**config.mk**
```make
export PLATFORM = sky130hd
export DESIGN_NAME = sw_led_port
export DESIGN_NICKNAME = d
export VERILOG_FILES = /design/src/rtl/io_pkg.sv /design/src/rtl/sw_event_fifo.sv /design/src/rtl/sw_led_port.sv
export SDC_FILE = /design/constraint.sdc
export NUM_CORES = 1
export LEC_CHECK = 0
export ABC_AREA = 1
export CORE_MARGIN = 4
export CORE_UTILIZATION = 45
export DETAILED_ROUTE_END_ITERATION = 8
export PLACE_DENSITY_LB_ADDON = 0.25
export SYNTH_ARGS = -nofsm -noshare
export SYNTH_HDL_FRONTEND = slang
export SYNTH_HIERARCHICAL = 1
export SYNTH_SLANG_ARGS = --single-unit
export TNS_END_PERCENT = 100
```
**constraint.sdc**
```tcl
create_clock -name clk -period 2.4 [get_ports clk]
set_clock_uncertainty 0.1 [all_clocks]
set_input_delay 0.36 -clock clk [delete_from_list [all_inputs] [get_ports clk]]
set_output_delay 0.36 -clock clk [all_outputs]
set_load 0.005 [all_outputs]
```
**src/rtl/io_pkg.sv**
```systemverilog
// Shared widths and the debounce state encoding for the switch/LED port.
package io_pkg;

    localparam int SW_W  = 8;
    localparam int LED_W = 8;

    typedef enum logic {
        ST_STABLE = 1'b0,
        ST_COUNT  = 1'b1
    } deb_state_t;

endpackage

```
**src/rtl/sw_event_fifo.sv**
```systemverilog
// Show-ahead circular FIFO holding accepted switch events.
// Pointers carry one extra wrap bit so full and empty are distinguishable.
module sw_event_fifo #(
    parameter int DEPTH = 4,
    parameter int WIDTH = 8
) (
    input  logic                     clk,
    input  logic                     rst_n,
    input  logic                     push,
    input  logic [WIDTH-1:0]         push_data,
    input  logic                     pop,
    output logic [WIDTH-1:0]         head_data,
    output logic                     full,
    output logic                     empty,
    output logic [$clog2(DEPTH):0]   count
);

    localparam int AW = $clog2(DEPTH);
    localparam logic [AW:0] PTR_ONE = (AW+1)'(1);

    logic [WIDTH-1:0] mem [DEPTH];
    logic [AW:0]      wr_ptr_reg;
    logic [AW:0]      rd_ptr_reg;
    logic [AW-1:0]    wr_addr;
    logic [AW-1:0]    rd_addr;
    logic             do_pop;
    logic             do_push;

    assign wr_addr = wr_ptr_reg[AW-1:0];
    assign rd_addr = rd_ptr_reg[AW-1:0];

    assign empty = (wr_ptr_reg == rd_ptr_reg);
    assign full  = (wr_ptr_reg[AW] != rd_ptr_reg[AW]) && (wr_addr == rd_addr);
    assign count = wr_ptr_reg - rd_ptr_reg;

    // A pop on a full FIFO frees the slot the simultaneous push will reuse.
    assign do_pop  = pop && !empty;
    assign do_push = push && (!full || do_pop);

    // Head is read combinationally; an empty FIFO presents zero.
    assign head_data = empty ? '0 : mem[rd_addr];

    // Pointer update on accepted push/pop.
    always_ff @(posedge clk or negedge rst_n) begin
        if (!rst_n) begin
            wr_ptr_reg <= '0;
            rd_ptr_reg <= '0;
        end else begin
            if (do_push) wr_ptr_reg <= wr_ptr_reg + PTR_ONE;
            if (do_pop)  rd_ptr_reg <= rd_ptr_reg + PTR_ONE;
        end
    end

    // Storage write; contents need no reset since empty masks the head.
    always_ff @(posedge clk) begin
        if (do_push) mem[wr_addr] <= push_data;
    end

endmodule

```
**src/rtl/sw_led_port.sv**
```systemverilog
// Switch synchronizer + debouncer feeding an event FIFO, plus LED register.
module sw_led_port
    import io_pkg::*;
#(
    parameter int DEBOUNCE_CYCLES = 4,
    parameter int FIFO_DEPTH      = 4
) (
    input  logic             clk,
    input  logic             rst_n,
    input  logic [SW_W-1:0]  SW,
    input  logic             rd_en,
    output logic [SW_W-1:0]  rd_data,
    output logic             rd_valid,
    input  logic             led_we,
    input  logic [LED_W-1:0] led_data,
    output logic [LED_W-1:0] LEDS,
    output logic             overflow,
    input  logic             ovf_clr
);

    localparam int CNT_W = $clog2(DEBOUNCE_CYCLES + 1);
    localparam logic [CNT_W-1:0] CNT_ONE  = CNT_W'(1);
    localparam logic [CNT_W-1:0] CNT_LAST = CNT_W'(DEBOUNCE_CYCLES - 1);

    logic [SW_W-1:0]  s1_reg;
    logic [SW_W-1:0]  s2_reg;
    logic [SW_W-1:0]  accepted_reg, accepted_next;
    logic [SW_W-1:0]  cand_reg,     cand_next;
    logic [CNT_W-1:0] cnt_reg,      cnt_next;
    deb_state_t       state_reg,    state_next;
    logic             push_en;
    logic [SW_W-1:0]  push_val;
    logic [LED_W-1:0] leds_reg;
    logic             overflow_reg;

    logic                          fifo_full;
    logic                          fifo_empty;
    logic [$clog2(FIFO_DEPTH):0]   fifo_count;
    logic                          drop;

    // Two-flop synchronizer for the asynchronous switch bus.
    always_ff @(posedge clk or negedge rst_n) begin
        if (!rst_n) begin
            s1_reg <= '0;
            s2_reg <= '0;
        end else begin
            s1_reg <= SW;
            s2_reg <= s1_reg;
        end
    end

    // Debounce state and data registers.
    always_ff @(posedge clk or negedge rst_n) begin
        if (!rst_n) begin
            state_reg    <= ST_STABLE;
            accepted_reg <= '0;
            cand_reg     <= '0;
            cnt_reg      <= '0;
        end else begin
            state_reg    <= state_next;
            accepted_reg <= accepted_next;
            cand_reg     <= cand_next;
            cnt_reg      <= cnt_next;
        end
    end

    // Debounce next-state: a new value must hold DEBOUNCE_CYCLES samples.
    always_comb begin
        state_next    = state_reg;
        accepted_next = accepted_reg;
        cand_next     = cand_reg;
        cnt_next      = cnt_reg;
        push_en       = 1'b0;
        push_val      = cand_reg;
        case (state_reg)
            ST_STABLE: begin
                if (s2_reg != accepted_reg) begin
                    if (DEBOUNCE_CYCLES == 1) begin
                        accepted_next = s2_reg;
                        push_en       = 1'b1;
                        push_val      = s2_reg;
                    end else begin
                        cand_next  = s2_reg;
                        cnt_next   = CNT_ONE;
                        state_next = ST_COUNT;
                    end
                end
            end
            ST_COUNT: begin
                if (s2_reg == accepted_reg) begin
                    state_next = ST_STABLE;
                end else if (s2_reg != cand_reg) begin
                    cand_next = s2_reg;
                    cnt_next  = CNT_ONE;
                end else if (cnt_reg == CNT_LAST) begin
                    accepted_next = cand_reg;
                    push_en       = 1'b1;
                    push_val      = cand_reg;
                    state_next    = ST_STABLE;
                end else begin
                    cnt_next = cnt_reg + CNT_ONE;
                end
            end
            default: state_next = ST_STABLE;
        endcase
    end

    sw_event_fifo #(
        .DEPTH (FIFO_DEPTH),
        .WIDTH (SW_W)
    ) u_fifo (
        .clk       (clk),
        .rst_n     (rst_n),
        .push      (push_en),
        .push_data (push_val),
        .pop       (rd_en),
        .head_data (rd_data),
        .full      (fifo_full),
        .empty     (fifo_empty),
        .count     (fifo_count)
    );

    assign rd_valid = (fifo_count != '0);

    // An event is lost only when full and no pop frees a slot this cycle.
    assign drop = push_en && fifo_full && !(rd_en && !fifo_empty);

    // Sticky overflow flag; a new drop takes priority over the clear.
    always_ff @(posedge clk or negedge rst_n) begin
        if (!rst_n) begin
            overflow_reg <= 1'b0;
        end else if (drop) begin
            overflow_reg <= 1'b1;
        end else if (ovf_clr) begin
            overflow_reg <= 1'b0;
        end
    end

    // LED output register, written only by the core strobe.
    always_ff @(posedge clk or negedge rst_n) begin
        if (!rst_n) begin
            leds_reg <= '0;
        end else if (led_we) begin
            leds_reg <= led_data;
        end
    end

    assign overflow = overflow_reg;
    assign LEDS     = leds_reg;

endmodule
```
# --- After elaboration in Yosys (flattened, before gate mapping) ---
# Memories as Yosys holds them, arrays and structs flattened.
# Cells that the tools add are included.
classes:
  addsub: 4
  n_mul: 0
  div: 0
  n_lt_le_gt_ge: 0
  eq_ne: 11
  shifts: 0
  muxes: 23
  bitwise: 3
  n_reduce_logical: 14
op_table:
  columns: ["op", "n"]
  rows:
  - ["8-bit 2-to-1 mux", 4]
  - ["8-bit != test", 2]
  - ["8-bit case mux with 2 select lines", 1]
  - ["1-bit 2-to-1 mux", 12]
  - ["3-bit 2-to-1 mux", 4]
  - ["3-bit by 1-bit adder with 3-bit output (second input constant)", 3]
  - ["8-bit equality test", 1]
  - ["3-bit case mux with 2 select lines", 1]
  - ["3-bit AND reduction", 2]
  - ["1-bit logical AND", 5]
  - ["2-bit != test (second input constant)", 2]
  - ["4-bit AND reduction", 1]
  - ["3-bit by 2-bit equality test with 1-bit output (second input constant)", 1]
  - ["3-bit equality test", 1]
  - ["1-bit zero test", 3]
  - ["3-bit != test (second input constant)", 1]
  - ["1-bit NOT", 3]
  - ["3-bit nonzero test", 1]
  - ["3-bit subtractor", 1]
  - ["2-bit equality test", 1]
  - ["2-bit by 1-bit != test with 1-bit output (second input constant)", 1]
  - ["1-bit case mux with 2 select lines", 1]
  - ["2-bit nonzero test", 1]
  - ["1-bit logical OR", 1]
  - ["1-bit != test", 1]
totals:
  register_bits: 51
  latchBits: 0
  ramBits: 32
  mem_bits_ro: 0
  in_bits: 21
  out_inout_bits: 18
  wordCells: 66
  memories: 1
memory_table:
  columns: ["memory", "words", "word_bits", "read_ports", "rd_clocked_by_memory_dff", "wr", "line_no", "rtl"]
  rows:
  - ["u_fifo.mem", 4, 8, 1, 0, 1, "sw_event_fifo.sv:21", "logic [WIDTH-1:0] mem [DEPTH];"]

# --- Depth between registers and ports, before layout ---
# Gate-level depths: netlist (run 1).
logic_depth:
  depth_word: 8
  depth_mapped: 11
  mapped_depth_nobuf: 10

# --- Hierarchy ---
# The synthesis (run 1) kept the hierarchy.
modules_own_cells:
  columns: ["module", "n_inst", "cells_each", "area_per_inst_um2", "seq_area_each_um2"]
  rows:
  - ["sw_led_port", 1, 218, 2028.2, 1126.1]
  - ["sw_event_fifo", 1, 156, 1730.4, 1111.1]

# --- Worst setup path after synthesis (run 1) ---
# OpenSTA, ideal clock, no wires.
synth_timing:
  path_type: "register -> register"
  start: "reg cand_reg[2]"
  end: "mem u_fifo.mem[0][0], enable pin"
  setup_time_ns: 0.371
  arrival_time_ns: 1.641
  t_required_ns: 1.929
  setup_slack_ns: 0.288
  stages_incl_launch_ff: 10
  path_buffers: 0
  synth_period_minus_slack_ns: 2.112
  path_cell_list: "dfrtp_1 -> inv_1 -> nand2_1 -> nand2_1 -> nor2_1 -> nand3b_1 -> nor2_1 -> and3_1 -> nand2_2 -> nor2_1"
synth_via:
  elab_chain_len: 7
synth_rtl:
  columns: ["item", "line_no", "rtl"]
  rows:
  - ["from (decl)", "sw_led_port.sv:28", "logic [SW_W-1:0] cand_reg, cand_next;"]
  - ["from (signal assigned)", "sw_led_port.sv:62", "cand_reg <= cand_next;"]
  - ["8-bit != test", "sw_led_port.sv:92", "end else if (s2_reg != cand_reg) begin"]
  - ["1-bit 2-to-1 mux", "sw_led_port.sv:92", null]
  - ["1-bit 2-to-1 mux", "sw_led_port.sv:90", "if (s2_reg == accepted_reg) begin"]
  - ["1-bit 2-to-1 mux", "sw_led_port.sv:75", "case (state_reg)"]
  - ["via push_en", "sw_led_port.sv:31", "logic push_en;"]
  - ["1-bit logical AND", "sw_event_fifo.sv:38", "assign do_push = push && (!full || do_pop);"]
  - ["1-bit 2-to-1 mux", "sw_event_fifo.sv:56", "if (do_push) mem[wr_addr] <= push_data;"]
  - ["1-bit 2-to-1 mux (implied by the code)", "sw_event_fifo.sv:56", null]
  - ["to (decl)", "sw_event_fifo.sv:21", null]
# The timed path passes the listed nets, and every way through them passes these cells.

# --- Worst setup path in the final report (run 1) ---
layout_timing:
  start: "reg u_fifo.rd_ptr_reg[0]"
  end: "out rd_valid"
layout_via:
  elab_chain_len: 2
layout_rtl:
  columns: ["item", "line_no", "rtl"]
  rows:
  - ["from (decl)", "sw_event_fifo.sv:23", "logic [AW:0] rd_ptr_reg;"]
  - ["from (signal assigned)", "sw_event_fifo.sv:50", "if (do_pop) rd_ptr_reg <= rd_ptr_reg + PTR_ONE;"]
  - ["3-bit subtractor", "sw_event_fifo.sv:34", "assign count = wr_ptr_reg - rd_ptr_reg;"]
  - ["via fifo_count[1]", "sw_led_port.sv:38", "logic [$clog2(FIFO_DEPTH):0] fifo_count;"]
  - ["3-bit nonzero test", "sw_led_port.sv:123", "assign rd_valid = (fifo_count != '0);"]
  - ["to (decl)", "sw_led_port.sv:13", "output logic rd_valid,"]
# The timed path passes the listed nets, and every way through them passes these cells.

==> impl_metrics.xml, run 1 <==
<?xml version="1.0" encoding="UTF-8"?>
<metrics>
  <group name="finish">
    <metric name="layoutNonFillerInstCount" unit="">542</metric>
    <metric name="final_area" unit="sq um">4550</metric>
    <metric name="layout.cells.most_common_list" unit="">nand2_1, dfrtp_1, nor2_1</metric>
    <metric name="num-nets-final" unit="">463</metric>
    <metric name="final_design_utilization" unit="%">55.7</metric>
    <metric name="top_register" unit="">u_fifo/mem</metric>
    <metric name="n_fill_cell" unit="">733</metric>
    <metric name="antennaDiodeCount" unit="">0</metric>
    <metric name="final_layout_size_suffix_gt1_share" unit="%">17.8</metric>
    <metric name="largest_register_ff_count" unit="">32</metric>
    <metric name="area.growth.synth_to_final" unit="%">21.1</metric>
    <metric name="layout_commonest_cell" unit="">nand2_1</metric>
  </group>
  <group name="sta">
    <metric name="actual_slew_at_the_worst_max_slew_pin" unit="ns">0.581</metric>
    <metric name="setup_tns" unit="ns">0</metric>
    <metric name="report.final.setup_viol" unit="">0</metric>
    <metric name="clock.fmax" unit="MHz">423</metric>
    <metric name="finalCriticalPeriod" unit="ns">2.36</metric>
    <metric name="final_max_slew_viol_count" unit="">0</metric>
    <metric name="grt_setup_unrepaired" unit="">true</metric>
    <metric name="worst_slew_margin_rel" unit="%">61.3</metric>
    <metric name="layout_worst_path_cycle_share" unit="%">98.4</metric>
    <metric name="timing_hold_violations_final" unit="">0</metric>
  </group>
  <group name="critical_path">
    <metric name="critical_path_data_arrival_time" unit="ns">1.90</metric>
    <metric name="endpoint_kind" unit="">output pin</metric>
    <metric name="crit_fanout" unit="">2</metric>
    <metric name="worstPathRequired" unit="ns">1.94</metric>
    <metric name="worst-setup-path-type" unit="">reg -&gt; out</metric>
    <metric name="startpoint_type" unit="">flip-flop</metric>
  </group>
  <group name="clock_tree">
    <metric name="htree_num_levels" unit="">3</metric>
    <metric name="numClockSinks" unit="">83</metric>
    <metric name="cts.root.buffer_cell" unit="">clkbuf_8</metric>
    <metric name="largest_buffer_count_on_any_clock_path" unit="">2</metric>
    <metric name="cts.clk_slew.worst_paths" unit="ns">0.09</metric>
    <metric name="cts_inserted_buffers" unit="">9</metric>
    <metric name="tritoncts_clock_tree" unit="">done</metric>
    <metric name="clk_latency" unit="ns">0.35</metric>
  </group>
  <group name="power">
    <metric name="p_per_area" unit="nW/um^2">797</metric>
    <metric name="leakage_power_of_the_design" unit="nW">2.08</metric>
    <metric name="vdd_drop_max" unit="V">0.000306</metric>
  </group>
  <group name="floorplan">
    <metric name="core" unit="sq um">8180</metric>
    <metric name="start_util" unit="%">46.0</metric>
    <metric name="dieHeight" unit="um">99.4</metric>
    <metric name="placement_rows" unit="">33</metric>
    <metric name="fp.dieArea" unit="sq um">9880</metric>
    <metric name="dieWidth" unit="um">99.4</metric>
    <metric name="ioPinCount" unit="">39</metric>
  </group>
  <group name="routing">
    <metric name="ant_nets" unit="">0</metric>
    <metric name="avgViaCountPerCell" unit="">4.81</metric>
    <metric name="wire_per_inst" unit="um">12.8</metric>
    <metric name="detail_route.drc_violations" unit="">0</metric>
    <metric name="wirelength" unit="mm">6.93</metric>
    <metric name="vias" unit="">2606</metric>
    <metric name="detail_route.first_pass.iterations" unit="">5</metric>
    <metric name="drt_iter0_markers" unit="">81</metric>
  </group>
  <group name="logic_synthesis">
    <metric name="synthTopCellsByArea" unit="">dfrtp_1, edfxtp_1, nand2_1, nor2_1, ha_1</metric>
    <metric name="post-synth-top-area-cell" unit="">dfrtp_1</metric>
    <metric name="yosys.area.top_type_share" unit="%">34.0</metric>
    <metric name="syn_inst" unit="">374</metric>
    <metric name="synth.yosys.seq_area_share" unit="%">59.5</metric>
    <metric name="ys_warn_count" unit="">6</metric>
    <metric name="syn_area_per_cell" unit="sq um">10.0</metric>
    <metric name="synth.lib_cells_used.distinct" unit="">35</metric>
    <metric name="syn-num-nets" unit="">405</metric>
    <metric name="synthesis.area" unit="sq um">3760</metric>
    <metric name="synth.ff_latch_count" unit="">83</metric>
  </group>
  <group name="worst_hold_path">
    <metric name="holdCritPathClass" unit="">reg -&gt; reg</metric>
  </group>
  <group name="placed_design">
    <metric name="gp_congestion" unit="">0.776</metric>
    <metric name="dp.cells" unit="">523</metric>
    <metric name="port_buffers" unit="">38</metric>
    <metric name="detailed_place_hpwl" unit="mm">5.02</metric>
    <metric name="detailed_place.area" unit="sq um">4320</metric>
  </group>
  <group name="global_route">
    <metric name="global_route.usage.total" unit="%">15.3</metric>
    <metric name="first_pass_grt_wire_length" unit="mm">11.9</metric>
    <metric name="grt_pass1_vias" unit="">2503</metric>
    <metric name="grt_antenna_before_repair" unit="">0</metric>
    <metric name="overflow" unit="">0</metric>
    <metric name="largest_net_degree_at_the_start_of_global_routing" unit="">27</metric>
  </group>
  <group name="run">
    <metric name="maximum_capacitance_violations" unit="">0</metric>
  </group>
  <group name="status">
    <metric name="run_status" unit="">complete, no violations</metric>
  </group>
</metrics>
==> per-layer routing <==
metal | GRT usage [%] | vias to the layer above | routed length [um]
li1 | - | 1322 | -
met1 | 20.1 | 1230 | 3180
met2 | 24.8 | 42 | 3390
met3 | 2.31 | 12 | 203
met4 | 7.56 | 0 | 150
met5 | 0 | - | 0
==> power by group <==
group	switching, mW	total (mW)	internal (mW)
Combinational	0.542	0.992	0.449
Clock	0.521	1.04	0.518
Sequential	0.0629	1.60	1.53
Total	1.13	3.63	2.50
==> worst max-delay path: stages (launching register included) <==
cell      delay [ns]
dfrtp_1         0.42
ha_4            0.17
fa_1            0.47
inv_1           0.04
or3_1           0.34
clkbuf_2        0.12
==> area by class of cell <==
class | count | area [sq um] | area share (%)
multi-input combinational | 241 | 1320 | 28.9
clock buffer | 10 | 138 | 3.02
clock inverter | 6 | 68.8 | 1.51
timing repair buffer | 54 | 493 | 10.8
sequential | 83 | 2240 | 49.2
inverter | 43 | 166 | 3.65
tap | 105 | 131 | 2.89
==> cells by family after synthesis <==
group	share of synthesized area, %
mux	2.40
fa+ha+maj	3.53
xor+xnor	2.10
simple gates	21.6
flops	59.5
buf+inv	5.99
compound gates	4.86
==> cells in the mapped netlist <==
library cell  number
nand2_4            3
nor2_2             1
xor2_1             3
fa_1               1
inv_2             10
buf_2              2
edfxtp_1          32
ha_1               9
nor2_8             1
a21boi_0           1
o21ai_2            2
a21boi_1           1
mux2_2             8
nand2_1           89
nand3_1           11
buf_4              1
a21oi_1            8
o21ai_1           10
clkinv_1           1
buf_6              2
o21ai_0           12
inv_4              2
clkbuf_1           1
and3_1             1
nand2_2            9
nand4_1           12
buf_8              1
nor2_1            49
or3_1              1
nand3_4            1
inv_1             30
nand3_2            1
xnor2_1            6
nand3b_1           1
dfrtp_1           51
==> final timing paths <==
kind / from / endpoint / slack, ns / cells after the start
max in group asynchronous: rst_n / cand_reg[3]$_DFFE_PN0P_ / 1.21 / 3
max reg2reg: cand_reg[0]$_DFFE_PN0P_ / u_fifo/mem[1][0]$_DFFE_PP_ / 0.19 / 9
min in group asynchronous: rst_n / LEDS[5]$_DFFE_PN0P_ / 0.43 / 2
min reg2reg: s1_reg[0]$_DFF_PN0_ / s2_reg[0]$_DFF_PN0_ / 0.24 / 0
max: u_fifo/rd_ptr_reg[0]$_DFFE_PN0P_ / rd_valid / 0.04 / 5
min: s1_reg[0]$_DFF_PN0_ / s2_reg[0]$_DFF_PN0_ / 0.24 / 0
==> per-stage QoR <==
stage	power (mW)	hold slack (ns)	worst slack [ns]
6_report	3.63	0.242	0.0373
5_1_grt	3.88	0.253	-0.0352
4_1_cts	3.65	0.244	-0.146
3_5_place_dp	2.67	0.235	0.0172
3_3_place_gp	2.66	0.231	0.0520
2_1_floorplan	2.24	-0.0356	0.288
==> what timing repair did <==
action,4_1_cts,5_1_grt
hold buffers,1,0
pin swaps,0,2
endpoints found under the hold margin,25,0
cloned,0,0
gates resized for setup,10,11
buffers inserted,0,2
setup endpoints to repair,9,12
(Power assumes the default switching activity.)
==> inputs of run 2 (changes only) <==
--- a/constraint.sdc
+++ b/constraint.sdc
@@ -4,2 +4,2 @@
 set_output_delay 0.36 -clock clk [all_outputs]
-set_load 0.005 [all_outputs]
+set_load 0.01 [all_outputs]
==> run 2 against run 1 <==
Net effect:
- wire length decreased by 1.6%
- register-to-register slack about the same
- clock power is 11% lower
- first-iteration DRC count is 3.7% higher
- worst setup slack got worse by 0.053 ns
- fmax decreased by 2.2%
- core utilization decreased by 0.70 points
- critical path type unchanged
- the flow now finishes with violations (setup timing)
- non-clock buffer count decreased by 1
- die area did not move
- total power fell by 2.6%
==> impl_metrics.xml, run 2 (synthesis results as in run 1) <==
<?xml version="1.0" encoding="UTF-8"?>
<metrics>
  <group name="global_route">
    <metric name="met3_demand_to_capacity_share_in_global_routing" unit="%">3.58</metric>
    <metric name="grt_antenna_before_repair" unit="">0</metric>
    <metric name="global_route.usage.total" unit="%">14.8</metric>
    <metric name="gr-usage-met1" unit="%">18.8</metric>
    <metric name="grt_pass1_vias" unit="">2434</metric>
    <metric name="grt.busiest_layer" unit="">met2</metric>
    <metric name="overflow" unit="">0</metric>
    <metric name="first_pass_grt_wire_length" unit="mm">11.4</metric>
    <metric name="gr-usage-met2" unit="%">24.4</metric>
    <metric name="largest_net_degree_at_the_start_of_global_routing" unit="">27</metric>
  </group>
  <group name="finish">
    <metric name="top_register" unit="">u_fifo/mem</metric>
    <metric name="antennaDiodeCount" unit="">0</metric>
    <metric name="final_design_utilization" unit="%">55.0</metric>
    <metric name="final_area" unit="sq um">4500</metric>
    <metric name="layout.cells.most_common_list" unit="">nand2_1, dfrtp_1, nor2_1</metric>
    <metric name="ff_latch_area" unit="sq um">2240</metric>
    <metric name="largest_register_ff_count" unit="">32</metric>
    <metric name="num-nets-final" unit="">462</metric>
    <metric name="final_layout_size_suffix_gt1_share" unit="%">19.0</metric>
    <metric name="area.growth.synth_to_final" unit="%">19.6</metric>
    <metric name="multiInputGateArea" unit="sq um">1310</metric>
    <metric name="n_fill_cell" unit="">704</metric>
    <metric name="layout_commonest_cell" unit="">nand2_1</metric>
  </group>
  <group name="routing">
    <metric name="vias" unit="">2573</metric>
    <metric name="wire_per_inst" unit="um">12.6</metric>
    <metric name="detail_route.drc_violations" unit="">0</metric>
    <metric name="detail_route.first_pass.iterations" unit="">4</metric>
    <metric name="wirelength" unit="mm">6.81</metric>
    <metric name="drt_iter0_markers" unit="">84</metric>
    <metric name="avgViaCountPerCell" unit="">4.76</metric>
    <metric name="ant_nets" unit="">0</metric>
  </group>
  <group name="clock_tree">
    <metric name="cts.clk_slew.worst_paths" unit="ns">0.09</metric>
    <metric name="clk_latency" unit="ns">0.36</metric>
    <metric name="tritoncts_clock_tree" unit="">done</metric>
    <metric name="cts_inserted_buffers" unit="">9</metric>
    <metric name="cts.root.buffer_cell" unit="">clkbuf_8</metric>
    <metric name="numClockSinks" unit="">83</metric>
    <metric name="htree_num_levels" unit="">3</metric>
    <metric name="largest_buffer_count_on_any_clock_path" unit="">2</metric>
  </group>
  <group name="sta">
    <metric name="layout_setup_ws" unit="ns">-0.0155</metric>
    <metric name="actual_slew_at_the_worst_max_slew_pin" unit="ns">0.574</metric>
    <metric name="hold_ws" unit="ns">0.252</metric>
    <metric name="clock.fmax" unit="MHz">414</metric>
    <metric name="worst_slew_margin_rel" unit="%">61.7</metric>
    <metric name="report.final.setup_viol" unit="">1</metric>
    <metric name="layout_worst_path_cycle_share" unit="%">101</metric>
    <metric name="timing_hold_violations_final" unit="">0</metric>
    <metric name="grt_setup_unrepaired" unit="">true</metric>
    <metric name="finalCriticalPeriod" unit="ns">2.42</metric>
    <metric name="final_max_slew_viol_count" unit="">0</metric>
  </group>
  <group name="critical_path">
    <metric name="critical-path-top-delay-family" unit="">adder cells</metric>
    <metric name="crit_fanout" unit="">2</metric>
    <metric name="endpoint_kind" unit="">output pin</metric>
    <metric name="critPathMaxStageDelay" unit="ns">0.48</metric>
    <metric name="startpoint" unit="">u_fifo/rd_ptr_reg[0]$_DFFE_PN0P_</metric>
    <metric name="critical_path_data_arrival_time" unit="ns">1.96</metric>
    <metric name="cell_by_cell_trace_of_the_critical_path" unit="">ha_4 -&gt; fa_1 -&gt; inv_1 -&gt; or3_1 -&gt; buf_2</metric>
    <metric name="worstPathRequired" unit="ns">1.94</metric>
    <metric name="startpoint_type" unit="">flip-flop</metric>
    <metric name="crit_path_top_delay_cell" unit="">fa_1</metric>
    <metric name="regToRegStartpoint" unit="">cand_reg[3]$_DFFE_PN0P_</metric>
    <metric name="path_buf_inv" unit="">2</metric>
    <metric name="worst-setup-path-type" unit="">reg -&gt; out</metric>
  </group>
  <group name="floorplan">
    <metric name="start_util" unit="%">46.0</metric>
    <metric name="dieWidth" unit="um">99.4</metric>
    <metric name="dieHeight" unit="um">99.4</metric>
    <metric name="placement_rows" unit="">33</metric>
    <metric name="ioPinCount" unit="">39</metric>
    <metric name="core" unit="sq um">8180</metric>
    <metric name="fp.dieArea" unit="sq um">9880</metric>
  </group>
  <group name="placed_design">
    <metric name="port_buffers" unit="">38</metric>
    <metric name="detailed_place.area" unit="sq um">4320</metric>
    <metric name="detailed_place_hpwl" unit="mm">4.91</metric>
    <metric name="preCtsSetupSlack" unit="ns">0.00529</metric>
    <metric name="gp_congestion" unit="">0.780</metric>
  </group>
  <group name="power">
    <metric name="power.total" unit="mW">3.53</metric>
    <metric name="leakage_power_of_the_design" unit="nW">2.05</metric>
    <metric name="vdd_drop_max" unit="V">0.000385</metric>
    <metric name="p_per_area" unit="nW/um^2">786</metric>
  </group>
  <group name="worst_hold_path">
    <metric name="worstHoldStart" unit="">s1_reg[3]$_DFF_PN0_</metric>
    <metric name="holdCritPathClass" unit="">reg -&gt; reg</metric>
  </group>
  <group name="status">
    <metric name="run_status" unit="">finished, violations left</metric>
    <metric name="violated_checks" unit="">setup timing</metric>
  </group>
  <group name="run">
    <metric name="maximum_capacitance_violations" unit="">0</metric>
  </group>
</metrics>
## run 2: changes by cell type in the layout (fill, tap and decap cells not counted), moves of 2 or more
cell           change
dlygate4sd2_1      -6
buf_2              +3
clkbuf_2           +3
clkinv_4           +2
## run 2: worst paths after layout
check                      slack (ns)  cells after the start                         end
max                             -0.02                      5                    rd_valid
min                              0.25                      0         s2_reg[3]$_DFF_PN0_
max reg2reg                      0.19                     10  u_fifo/mem[1][1]$_DFFE_PP_
min reg2reg                      0.25                      0         s2_reg[3]$_DFF_PN0_
max in group asynchronous        1.22                      3     cand_reg[2]$_DFFE_PN0P_
min in group asynchronous        0.44                      2         LEDS[5]$_DFFE_PN0P_
## run 2: per-layer routing
metal | part of all wire [%] | routed length [um]
met3 | 3.1 | 210
met5 | 0 | 0
met4 | 1.9 | 131
met2 | 50 | 3400
met1 | 45 | 3080
## run 2: report_power, final
part | internal [mW] | switching, mW | leakage (nW)
registers | 1.53 | 0.0631 | 0.910
logic | 0.429 | 0.586 | 1.05
clock network | 0.389 | 0.533 | 0.0868
## run 2: cell type report
class	instances	area share (%)
clock buffer	9	2.76
clock inverter	7	1.31
inverter	43	3.70
multi-input combinational	241	29.2
sequential	83	49.8
tap	105	2.92
timing repair buffer	53	10.3
## run 2: through the flow
step	setup TNS [ns]	cells
2_1_floorplan	0	374
3_3_place_gp	0	523
3_5_place_dp	0	523
4_1_cts	-0.0309	540
5_1_grt	-0.0693	541
6_report	-0.0155	541
## run 2: worst register-to-register path: stages, from the launching register on
cell,delay (ns)
dfrtp_1,0.50
inv_1,0.07
nand2_1,0.08
nand2_1,0.06
nor2_1,0.11
nand3b_1,0.09
nor2_1,0.17
and3_1,0.28
nand2_2,0.14
nor2_1,0.13
buf_4,0.20
## run 2: repair_timing
item,4_1_cts,5_1_grt
setup endpoints to repair,9,14
hold buffers,1,0
resized for setup,17,19
setup buffers,0,1
hold endpoints to repair,25,0
pin swaps,0,1
==> inputs of run 3 (changes only) <==
GPL_TIMING_DRIVEN = 0   (was default)
MAX_ROUTING_LAYER = met4   (was default)
==> run 3 against run 2 <==
Net effect:
- the run still ends with setup timing left
- global-route usage rose by 1.6 points
- clock power rose by 14%
- register-to-register slack improved by 0.02 ns
- die area did not move
- via count rose by 1.5%
- largest cell class unchanged
- hold slack got worse by 0.0013 ns
- core utilization rose by 1.9 points
==> impl_metrics.xml, run 3 (synthesis results as in run 1) <==
<?xml version="1.0" encoding="UTF-8"?>
<metrics>
  <group name="status">
    <metric name="run_status" unit="">finished, violations left</metric>
    <metric name="violated_checks" unit="">setup timing</metric>
  </group>
  <group name="routing">
    <metric name="drt_iter0_markers" unit="">94</metric>
    <metric name="wirelength" unit="mm">7.22</metric>
    <metric name="vias" unit="">2611</metric>
    <metric name="ant_nets" unit="">0</metric>
    <metric name="wire_per_inst" unit="um">13.2</metric>
    <metric name="detail_route.drc_violations" unit="">0</metric>
    <metric name="detail_route.first_pass.iterations" unit="">4</metric>
    <metric name="avgViaCountPerCell" unit="">4.77</metric>
  </group>
  <group name="placed_design">
    <metric name="detailed_place_hpwl" unit="mm">4.98</metric>
    <metric name="port_buffers" unit="">37</metric>
    <metric name="preCtsSetupSlack" unit="ns">-0.364</metric>
    <metric name="detailed_place.area" unit="sq um">4280</metric>
    <metric name="gp_congestion" unit="">0.808</metric>
    <metric name="dp.cells" unit="">517</metric>
  </group>
  <group name="sta">
    <metric name="worst_slew_margin_rel" unit="%">73.3</metric>
    <metric name="setup_tns" unit="ns">-0.00106</metric>
    <metric name="clock.fmax" unit="MHz">416</metric>
    <metric name="finalCriticalPeriod" unit="ns">2.40</metric>
    <metric name="layout_setup_ws" unit="ns">-0.00106</metric>
    <metric name="grt_setup_unrepaired" unit="">true</metric>
    <metric name="actual_slew_at_the_worst_max_slew_pin" unit="ns">0.400</metric>
    <metric name="timing_hold_violations_final" unit="">0</metric>
    <metric name="report.final.setup_viol" unit="">1</metric>
    <metric name="layout_worst_path_cycle_share" unit="%">100</metric>
    <metric name="final_max_slew_viol_count" unit="">0</metric>
  </group>
  <group name="finish">
    <metric name="layout_commonest_cell" unit="">nand2_1</metric>
    <metric name="antennaDiodeCount" unit="">0</metric>
    <metric name="top_register" unit="">u_fifo/mem</metric>
    <metric name="final_layout_size_suffix_gt1_share" unit="%">22.4</metric>
    <metric name="layoutNonFillerInstCount" unit="">547</metric>
    <metric name="layout.cells.most_common_list" unit="">nand2_1, dfrtp_1, nor2_1</metric>
    <metric name="area.growth.synth_to_final" unit="%">23.7</metric>
    <metric name="final_area" unit="sq um">4650</metric>
    <metric name="num-nets-final" unit="">468</metric>
    <metric name="largest_register_ff_count" unit="">32</metric>
  </group>
  <group name="critical_path">
    <metric name="cell_by_cell_trace_of_the_critical_path" unit="">inv_2 -&gt; ha_4 -&gt; fa_1 -&gt; inv_1 -&gt; or3_1 -&gt; buf_2</metric>
    <metric name="timing.rr.end" unit="">u_fifo/mem[3][0]$_DFFE_PP_</metric>
    <metric name="startpoint_type" unit="">flip-flop</metric>
    <metric name="worstPathRequired" unit="ns">1.94</metric>
    <metric name="worst-setup-path-type" unit="">reg -&gt; out</metric>
    <metric name="critPathMaxStageDelay" unit="ns">0.47</metric>
    <metric name="critical_path_data_arrival_time" unit="ns">1.94</metric>
    <metric name="endpoint_kind" unit="">output pin</metric>
    <metric name="crit_path_top_delay_cell" unit="">fa_1</metric>
    <metric name="ff2ff_path_depth" unit="">9</metric>
    <metric name="timing.reg2reg.setup_slack" unit="ns">0.21</metric>
    <metric name="regToRegStartpoint" unit="">cand_reg[1]$_DFFE_PN0P_</metric>
    <metric name="crit_fanout" unit="">2</metric>
  </group>
  <group name="global_route">
    <metric name="overflow" unit="">0</metric>
    <metric name="grt_pass1_vias" unit="">2655</metric>
    <metric name="global_route.usage.total" unit="%">16.4</metric>
    <metric name="largest_net_degree_at_the_start_of_global_routing" unit="">40</metric>
    <metric name="grt_antenna_before_repair" unit="">0</metric>
    <metric name="first_pass_grt_wire_length" unit="mm">12.6</metric>
  </group>
  <group name="floorplan">
    <metric name="dieWidth" unit="um">99.4</metric>
    <metric name="dieHeight" unit="um">99.4</metric>
    <metric name="core" unit="sq um">8180</metric>
    <metric name="start_util" unit="%">46.0</metric>
    <metric name="ioPinCount" unit="">39</metric>
    <metric name="fp.dieArea" unit="sq um">9880</metric>
    <metric name="placement_rows" unit="">33</metric>
  </group>
  <group name="run">
    <metric name="maximum_capacitance_violations" unit="">0</metric>
  </group>
  <group name="worst_hold_path">
    <metric name="holdCritPathClass" unit="">reg -&gt; reg</metric>
    <metric name="hold-path-cell-count" unit="">0</metric>
    <metric name="worstHoldStart" unit="">s1_reg[1]$_DFF_PN0_</metric>
    <metric name="worstHoldEndpoint" unit="">s2_reg[1]$_DFF_PN0_</metric>
  </group>
  <group name="clock_tree">
    <metric name="cts_inserted_buffers" unit="">9</metric>
    <metric name="htree_num_levels" unit="">3</metric>
    <metric name="largest_buffer_count_on_any_clock_path" unit="">2</metric>
    <metric name="tritoncts_clock_tree" unit="">done</metric>
    <metric name="cts.root.buffer_cell" unit="">clkbuf_8</metric>
    <metric name="cts.clk_slew.worst_paths" unit="ns">0.09</metric>
    <metric name="clk_latency" unit="ns">0.35</metric>
    <metric name="numClockSinks" unit="">83</metric>
  </group>
  <group name="power">
    <metric name="p_per_area" unit="nW/um^2">808</metric>
    <metric name="vdd_drop_max" unit="V">0.000327</metric>
    <metric name="leakage_power_of_the_design" unit="nW">2.09</metric>
  </group>
</metrics>
## run 3: changes by cell type in the layout (fill, tap and decap cells not counted), moves of 2 or more
cell     delta
dfrtp_2     +4
buf_12      +2
buf_6       +3
dfrtp_1     -4
buf_2       +2
nor2_1      -5
nor2_4      +4
## run 3: power by group
group | total [mW] | internal (mW) | switching [mW]
sequential | 1.60 | 1.53 | 0.0616
combinational | 1.12 | 0.490 | 0.626
clock | 1.05 | 0.499 | 0.546
## run 3: critical path: cells and delay by family (launching register included)
family	cells	cell delay, ns
adder cells (fa/ha/maj)	2	0.62
buffers and inverters	3	0.25
AND/OR/NAND/NOR	1	0.33
flip-flops	1	0.39
## run 3: how the worst max path moves through the flow
stage	from	end
6_report	u_fifo/wr_ptr_reg[0]$_DFFE_PN0P_	rd_valid
5_1_grt	u_fifo/wr_ptr_reg[1]$_DFFE_PN0P_	rd_valid
4_1_cts	u_fifo/wr_ptr_reg[0]$_DFFE_PN0P_	rd_valid
3_5_place_dp	cand_reg[2]$_DFFE_PN0P_	u_fifo/mem[1][7]$_DFFE_PP_
3_3_place_gp	rst_n	s2_reg[6]$_DFF_PN0_
2_1_floorplan	cand_reg[2]$_DFFE_PN0P_	u_fifo/mem[0][0]$_DFFE_PP_
## run 3: what timing repair did
item                       CTS  global route
hold buffers                 1             0
setup endpoints to repair   41            41
buffers inserted             9             5
gates resized for setup     40            15
hold endpoints to repair    12             0
pin swaps                    1             4
cloned                       0             0
## run 3: area by class of cell
class / instances / area, sq um
repair buffers: 53 / 487
plain buffers: 6 / 57.6
well taps: 105 / 131
multi-input cells: 241 / 1350
clock inverters: 7 / 83.8
flip-flops and latches: 83 / 2240
clock buffers: 9 / 124
fillers: 709 / 3530
inverters: 43 / 171
## run 3: stage by stage
stage | total power [mW] | util [%] | hold WS (ns)
6_report | 3.76 | 56.9 | 0.250
5_1_grt | 3.99 | 56.9 | 0.266
4_1_cts | 3.79 | 56.4 | 0.251
3_5_place_dp | 2.75 | 52.3 | 0.178
3_3_place_gp | 2.73 | 52.1 | 0.232
2_1_floorplan | 2.29 | - | -0.0356
## run 3: metal layers
layer	wire, um	share of wire [%]	up-vias	GRT usage (%)
met5	0	0	-	-
met4	100	1.4	0	6.20
met3	181	2.5	10	2.59
met2	3700	51	27	27.2
met1	3240	45	1238	20.2
li1	-	-	1336	-
